**config.mk**
```make
export PLATFORM = sky130hd
export DESIGN_NAME = i2c_target_regs
export DESIGN_NICKNAME = d
export VERILOG_FILES = /design/src/rtl/i2c_target_pkg.sv /design/src/rtl/i2c_bus_sampler.sv /design/src/rtl/i2c_target_regs.sv
export SDC_FILE = /design/constraint.sdc
export NUM_CORES = 1
export LEC_CHECK = 0
export ABC_AREA = 1
export BUFFER_PORTS_ARGS = -buffer_cell sky130_fd_sc_hd__buf_2
export CAP_MARGIN = 40
export CORE_ASPECT_RATIO = 1.1
export CORE_MARGIN = 1
export CORE_UTILIZATION = 28
export CTS_CLUSTER_SIZE = 14
export DETAILED_ROUTE_END_ITERATION = 10
export MAX_ROUTING_LAYER = met4
export PLACE_DENSITY = 0.48
export REMOVE_ABC_BUFFERS = 1
export SLEW_MARGIN = 40
export SYNTH_ARGS = -nofsm -noshare
export SYNTH_HDL_FRONTEND = slang
export SYNTH_SLANG_ARGS = --single-unit
export TNS_END_PERCENT = 30
```
**constraint.sdc**
```tcl
create_clock -name clk -period 2.7 [get_ports clk]
set_input_delay 0.54 -clock clk [delete_from_list [all_inputs] [get_ports clk]]
set_output_delay 0.54 -clock clk [all_outputs]
set_load 0.05 [all_outputs]
```
**src/rtl/i2c_target_pkg.sv**
```systemverilog
// Shared types and bus constants for the I2C register-file target.
package i2c_target_pkg;

  typedef enum logic [3:0] {
    ST_IDLE,
    ST_ADDR,
    ST_ADDR_ACK,
    ST_IGNORE,
    ST_PTR,
    ST_PTR_ACK,
    ST_WDATA,
    ST_WDATA_ACK,
    ST_RDATA,
    ST_RD_MACK
  } state_t;

  localparam logic ACK    = 1'b0;
  localparam logic NACK   = 1'b1;
  localparam int   RW_BIT = 0;

endpackage

```
**src/rtl/i2c_bus_sampler.sv**
```systemverilog
// SCL/SDA synchronizer, optional stability filter (I2C_TARGET_FILTER_EN),
// and SCL edge plus START/STOP detection.
module i2c_bus_sampler #(
  parameter int FILT_LEN = 3
) (
  input  logic clk,
  input  logic rst_n,
  input  logic scl_i,
  input  logic sda_i,
  output logic scl_rise,
  output logic scl_fall,
  output logic start_det,
  output logic stop_det,
  output logic sda_s
);

  // Index 0 is SCL, index 1 is SDA; idle bus is high so everything resets to 1.
  logic [1:0]      w_raw, w_lvl;
  logic [1:0][1:0] r_sync;
  logic [1:0]      r_prev;

  assign w_raw = {sda_i, scl_i};

  always_ff @(posedge clk or negedge rst_n) begin
    if (!rst_n) begin
      r_sync <= '1;
    end else begin
      for (int i = 0; i < 2; i++) r_sync[i] <= {r_sync[i][0], w_raw[i]};
    end
  end

`ifdef I2C_TARGET_FILTER_EN
  localparam int CW = (FILT_LEN > 1) ? $clog2(FILT_LEN) : 1;

  for (genvar g = 0; g < 2; g++) begin : g_filt
    logic          r_lvl;
    logic [CW-1:0] r_cnt;
    // Level follows the input only after FILT_LEN consecutive differing samples.
    always_ff @(posedge clk or negedge rst_n) begin
      if (!rst_n) begin
        r_lvl <= 1'b1;
        r_cnt <= '0;
      end else if (r_sync[g][1] == r_lvl) begin
        r_cnt <= '0;
      end else if (r_cnt == CW'(FILT_LEN - 1)) begin
        r_lvl <= r_sync[g][1];
        r_cnt <= '0;
      end else begin
        r_cnt <= r_cnt + 1'b1;
      end
    end
    assign w_lvl[g] = r_lvl;
  end
`else
  // FILT_LEN has no effect without the filter.
  if (FILT_LEN >= 0) begin : g_nofilt
    assign w_lvl = {r_sync[1][1], r_sync[0][1]};
  end
`endif

  always_ff @(posedge clk or negedge rst_n) begin
    if (!rst_n) r_prev <= '1;
    else        r_prev <= w_lvl;
  end

  assign scl_rise  =  w_lvl[0] & ~r_prev[0];
  assign scl_fall  = ~w_lvl[0] &  r_prev[0];
  assign start_det =  w_lvl[0] &  r_prev[0] &  r_prev[1] & ~w_lvl[1];
  assign stop_det  =  w_lvl[0] &  r_prev[0] & ~r_prev[1] &  w_lvl[1];
  assign sda_s     =  w_lvl[1];

endmodule

```
**src/rtl/i2c_target_regs.sv**
```systemverilog
// I2C target with a byte register file, pointer auto-increment and host write port.
// Define I2C_TARGET_FILTER_EN to add the SCL/SDA glitch filter in the sampler.
module i2c_target_regs
  import i2c_target_pkg::*;
#(
  parameter  logic [6:0] DEV_ADDR = 7'h2A,
  parameter  int         NUM_REGS = 16,
  parameter  int         FILT_LEN = 3,
  localparam int         PTR_W    = (NUM_REGS > 2) ? $clog2(NUM_REGS) : 1
) (
  input  logic                  clk,
  input  logic                  rst_n,
  input  logic                  enable,
  input  logic                  scl_i,
  input  logic                  sda_i,
  output logic                  sda_oe,
  output logic [8*NUM_REGS-1:0] regs_flat,
  output logic                  wr_strobe,
  output logic [PTR_W-1:0]      wr_addr,
  output logic [7:0]            wr_data,
  input  logic                  hw_we,
  input  logic [PTR_W-1:0]      hw_addr,
  input  logic [7:0]            hw_wdata,
  output logic                  busy
);

  logic w_scl_rise, w_scl_fall, w_start, w_stop, w_sda;

  i2c_bus_sampler #(.FILT_LEN(FILT_LEN)) u_sampler (
    .clk       (clk),
    .rst_n     (rst_n),
    .scl_i     (scl_i),
    .sda_i     (sda_i),
    .scl_rise  (w_scl_rise),
    .scl_fall  (w_scl_fall),
    .start_det (w_start),
    .stop_det  (w_stop),
    .sda_s     (w_sda)
  );

  state_t                     r_state;
  logic [7:0]                 r_shift;
  logic [2:0]                 r_bitcnt;
  logic                       r_byte_done, r_mack, r_sda_oe, r_busy, r_wr_strobe;
  logic [PTR_W-1:0]           r_ptr, r_wr_addr;
  logic [7:0]                 r_wr_data;
  logic [NUM_REGS-1:0][7:0]   r_regs;

  logic [7:0]       w_byte;
  logic [PTR_W-1:0] w_ptr_inc;
  logic             w_addr_hit, w_hw_ok, w_rx;

  assign w_byte     = {r_shift[6:0], w_sda};
  assign w_ptr_inc  = (r_ptr == PTR_W'(NUM_REGS - 1)) ? '0 : r_ptr + 1'b1;
  // r_shift still holds the address byte throughout ADDR_ACK.
  assign w_addr_hit = (r_shift[7:1] == DEV_ADDR) && (r_shift[7:1] != 7'd0) && enable;
  assign w_hw_ok    = hw_we && (32'(hw_addr) < NUM_REGS);
  assign w_rx       = (r_state == ST_ADDR) || (r_state == ST_PTR) || (r_state == ST_WDATA);

  always_ff @(posedge clk or negedge rst_n) begin
    if (!rst_n) begin
      r_state     <= ST_IDLE;
      r_shift     <= '0;
      r_bitcnt    <= '0;
      r_byte_done <= 1'b0;
      r_mack      <= NACK;
      r_sda_oe    <= 1'b0;
      r_busy      <= 1'b0;
      r_wr_strobe <= 1'b0;
      r_wr_addr   <= '0;
      r_wr_data   <= '0;
      r_ptr       <= '0;
      r_regs      <= '0;
    end else begin
      r_wr_strobe <= 1'b0;
      // Host write first so a same-cycle I2C write to the same register wins.
      if (w_hw_ok) r_regs[hw_addr] <= hw_wdata;

      if (w_stop)                       r_busy <= 1'b0;
      else if (r_state == ST_ADDR_ACK)  r_busy <= 1'b1;

      if (!enable) begin
        r_state  <= ST_IDLE;
        r_sda_oe <= 1'b0;
        r_busy   <= 1'b0;
      end else if (w_stop) begin
        r_state  <= ST_IDLE;
        r_sda_oe <= 1'b0;
      end else if (w_start) begin
        r_state     <= ST_ADDR;
        r_bitcnt    <= '0;
        r_byte_done <= 1'b0;
        r_sda_oe    <= 1'b0;
      end else begin
        if (w_scl_rise && w_rx) begin
          r_shift  <= w_byte;
          r_bitcnt <= r_bitcnt + 1'b1;
          if (r_bitcnt == 3'd7) begin
            r_byte_done <= 1'b1;
            if (r_state == ST_PTR) r_ptr <= PTR_W'(32'(w_byte) % NUM_REGS);
            if (r_state == ST_WDATA) begin
              r_regs[r_ptr] <= w_byte;
              r_wr_strobe   <= 1'b1;
              r_wr_addr     <= r_ptr;
              r_wr_data     <= w_byte;
              r_ptr         <= w_ptr_inc;
            end
          end
        end

        if (w_scl_rise && r_state == ST_RDATA) begin
          r_bitcnt <= r_bitcnt + 1'b1;
          if (r_bitcnt == 3'd7) r_byte_done <= 1'b1;
        end

        if (w_scl_rise && r_state == ST_RD_MACK) r_mack <= w_sda;

        if (w_scl_fall) begin
          case (r_state)
            ST_ADDR: if (r_byte_done) begin
              r_byte_done <= 1'b0;
              if (w_addr_hit) begin
                r_state  <= ST_ADDR_ACK;
                r_sda_oe <= ~ACK;
              end else begin
                r_state  <= ST_IGNORE;
              end
            end
            ST_PTR: if (r_byte_done) begin
              r_byte_done <= 1'b0;
              r_state     <= ST_PTR_ACK;
              r_sda_oe    <= ~ACK;
            end
            ST_WDATA: if (r_byte_done) begin
              r_byte_done <= 1'b0;
              r_state     <= ST_WDATA_ACK;
              r_sda_oe    <= ~ACK;
            end
            ST_PTR_ACK, ST_WDATA_ACK: begin
              r_state  <= ST_WDATA;
              r_sda_oe <= 1'b0;
            end
            ST_ADDR_ACK: begin
              if (r_shift[RW_BIT]) begin
                r_shift  <= r_regs[r_ptr];
                r_sda_oe <= ~r_regs[r_ptr][7];
                r_ptr    <= w_ptr_inc;
                r_state  <= ST_RDATA;
              end else begin
                r_sda_oe <= 1'b0;
                r_state  <= ST_PTR;
              end
            end
            ST_RDATA: begin
              if (r_byte_done) begin
                r_byte_done <= 1'b0;
                r_sda_oe    <= 1'b0;
                r_state     <= ST_RD_MACK;
              end else begin
                r_sda_oe <= ~r_shift[6];
                r_shift  <= {r_shift[6:0], 1'b0};
              end
            end
            ST_RD_MACK: begin
              if (r_mack == ACK) begin
                r_shift  <= r_regs[r_ptr];
                r_sda_oe <= ~r_regs[r_ptr][7];
                r_ptr    <= w_ptr_inc;
                r_state  <= ST_RDATA;
              end else begin
                r_sda_oe <= 1'b0;
                r_state  <= ST_IGNORE;
              end
            end
            default: ;
          endcase
        end
      end
    end
  end

  assign sda_oe    = r_sda_oe;
  assign busy      = r_busy;
  assign wr_strobe = r_wr_strobe;
  assign wr_addr   = r_wr_addr;
  assign wr_data   = r_wr_data;
  assign regs_flat = r_regs;

endmodule

```
==> summary.md <==
| Metric | Value |
|---|---|
| Cts bufs inserted | 17 |
| Via count | approximately 10,000 |
| Mapped Cells | 1,409 |
| Post-route antenna net violation count | 0 |
| Most frequent cells in the layout | nand2_1 (490), dfrtp_1 (162), buf_2 (159), o21ai_0 (149), nor2_1 (106) |
| Core area | ~36,000 µm² |
| Status | completed |
| Post-DP HPWL | 30,600 µm |
| H-tree levels | 4 |
| Ant. Diodes | 0 |
| Yosys reg bits | between 150 and 200 |
| Initial Util | 28.4% |
| Setup TNS | 0 ns |
| WS Path Type | register to register |
| NumNets Final | 1,584 |
| Number of global-route vias before repair | 9,380 |
| Slew Viols, Final | 0 |
| Crit. End Element | register |
| Min Hold Slack | 0.0994 ns |
| Share of cells above drive strength 1 | 19.6% |
| Max Clk Rate | 418 MHz |
| CTS max path bufs | 2 |
| Worst Hold Class | input port to asynchronous set/reset pin |
| Layout fillers | 3,861 |
| Placer Congestion | 0.880 |
| GRT Residual Overflow | 0 |
| CP bufs+invs | 0 |
| Startpoint Class | register |
| Post-DP Area | 11,700 µm² |
| Avg Cell Area, Syn | 7.27 µm² |
| DR WL/cell | 20.9 µm |
| Initial DRC count | 927 |
| Post-synthesis cell type count | 41 |
| Leakage power | 6.22 nW |
| CTS root buffer | clkbuf_16 |
| Worst EP arrival | 2.77 ns |
| Largest net degree at the start of global routing | 63 |
| Mean number of vias per cell | roughly 5.0 |
| Clock latency on the worst-skew pair | 0.45 ns |
| Die height | 203 µm |
| Final hold violations | 0 |
| Largest fanout on the critical path | 21 |
| Highest metal used | met4 |
| RSZ-0062 raised after global routing | false |
| Final Instance Area | 12,300 µm² |
| Seq/Total Area, Yosys | 41.6% |
| Period Utilization, post-route | between 80% and 90% |
| Crit path max-delay family | simple AND/OR/NAND/NOR gates |
| Clk sinks | 170 |
| Asr flop ratio synth | 100% |
| # setup viols final | 0 |
| Initial antenna violation count | 0 |
| Minimum clock period | 2.39 ns |
| Worst vdd ir | ~0.50 mV |
| Die width | between 150 and 200 µm |
| CTS tree | built |
| WL met1 | 19,100 µm |
| Cell mode on critical path | nand2_1 |
| Crit-path slowest cell | nor2_1 |
| Dominant synthesized flop cell | dfrtp_1 |
| Post-Syn Area | 10,200 µm² |
| DRC Markers | 0 |
| # IOs | ~160 |
| # resized after CTS | 0 |
| MaxCap Viol Count | 0 |
| Drt total wl | 42,900 µm |
| Row cnt | 73 |
| Req. time, crit path | 3.08 ns |
| Cells along the critical path | nor2_1 > nand2_1 > nand2_2 > nand2_4 > nor2_8 > nand3_2 > nor2_1 > nand2_1 > nand2_1 |
| Drt first pass iters | 7 |
| GRT Total Usage | between 20% and 30% |
| Clk slew on worst S/H paths | 0.07 ns |
| Max Clock Skew | 0.0147 ns |
| Ys Warns | 0 |
| Hold buffers post-CTS | 0 |
| Max_slew headroom | 52.0% |
| Area Growth Syn to Fin | 20.0% |
| Met2 routed WL | approximately 20,000 µm |
| Die area | 37,300 µm² |
| IO buf count | 160 |
| First-pass GRT wire length | 62,600 µm |
| Worst-Margin Slew | 0.719 ns |
| Most common cell after layout, fill and taps aside | nand2_1 |
| Slowest stage delay, CP | 0.54 ns |
| Post-synth EDFFs | 0 |
| Metal3 WL | 2640 µm |
| Post-CTS setup buffers | 0 |
| Pwr/cell area | ~1100 nW/µm² |
where the power goes:
group | switching, mW | internal, mW
Clock | 1.12 | 1.48
Combinational | 5.05 | 1.73
Sequential | 0.641 | 3.13
Total | 6.81 | 6.34
stage by stage:
stage	total power, mW	cells	setup WS (ns)	utilization (%)
floorplan	7.90	1332	-0.593	-
finish	13.2	2059	0.310	34.0
global placement	10.6	2028	0.335	32.4
global route	13.9	2059	0.0488	34.0
CTS	13.2	2059	0.346	34.0
detailed placement	10.6	2028	0.306	32.4
kinds of logic (layout without fill, tap and decap cells):
kind of cell | after synthesis | in the layout | synth area share, %
DFF | 170 | 170 | 41.6
muxes | 50 | 50 | 5.06
adders and majority gates | 6 | 6 | 0.733
AOI/OAI and AO/OA | 305 | 305 | 16.0
buffers and inverters | 156 | 319 | 6.68
xor gates and xnor gates | 1 | 1 | 0.0855
and+or+nand+nor | 721 | 721 | 29.9
layout make-up:
type	count	area [µm²]	share of cell area, %
Clock buffer	21	450	3.67
Clock inverter	10	145	1.18
Inverter	79	297	2.41
Multi-Input combinational cell	1083	5290	43.1
Sequential cell	170	4260	34.7
Tap cell	487	609	4.96
Timing Repair Buffer	209	1220	9.97
cell usage after synthesis (all sizes together), types with 2 or more instances:
cell	instances	area (µm²)
dfrtp	163	4080
mux2	14	158
o21a	13	97.6
nor3	8	40.0
clkbuf	47	176
nand3	84	448
mux2i	36	360
nor2	116	526
inv	77	289
ha	6	75.1
o211ai	5	37.5
o21ai	211	1090
buf	30	211
nand2	505	1990
nand4	6	37.5
clkinv	2	7.51
a21boi	3	22.5
a21oi	69	360
dfstp	7	184
layer usage:
metal  up-vias  track usage (%)
li1       4909                -
met1      4870             31.4
met2       383             37.3
met3        56             3.48
met4         0             7.29
met5         -                -
final timing paths:
path,endpoint,slack (ns),cells after the start,start
setup / recovery,regs_flat[100],0.31,9,r_state[3]
hold / removal,wr_data[1],0.1,1,rst_n
setup reg to reg,regs_flat[100],0.31,9,r_state[3]
hold reg to reg,u_sampler.r_sync[1],0.35,0,u_sampler.r_sync[0]
max in group asynchronous,regs_flat[10],1.82,2,rst_n
min in group clk,u_sampler.r_sync[0],0.20,1,scl_i
state kept, by name, summed over array words and instances, names as in the netlist, 2 cells and up:
signal            flops
regs_flat           128
r_shift               8
wr_data               8
r_ptr                 4
r_state               4
wr_addr               4
r_bitcnt              3
u_sampler.r_sync      3
u_sampler.r_prev      2
No activity file was read; power rests on OpenSTA's default activity.
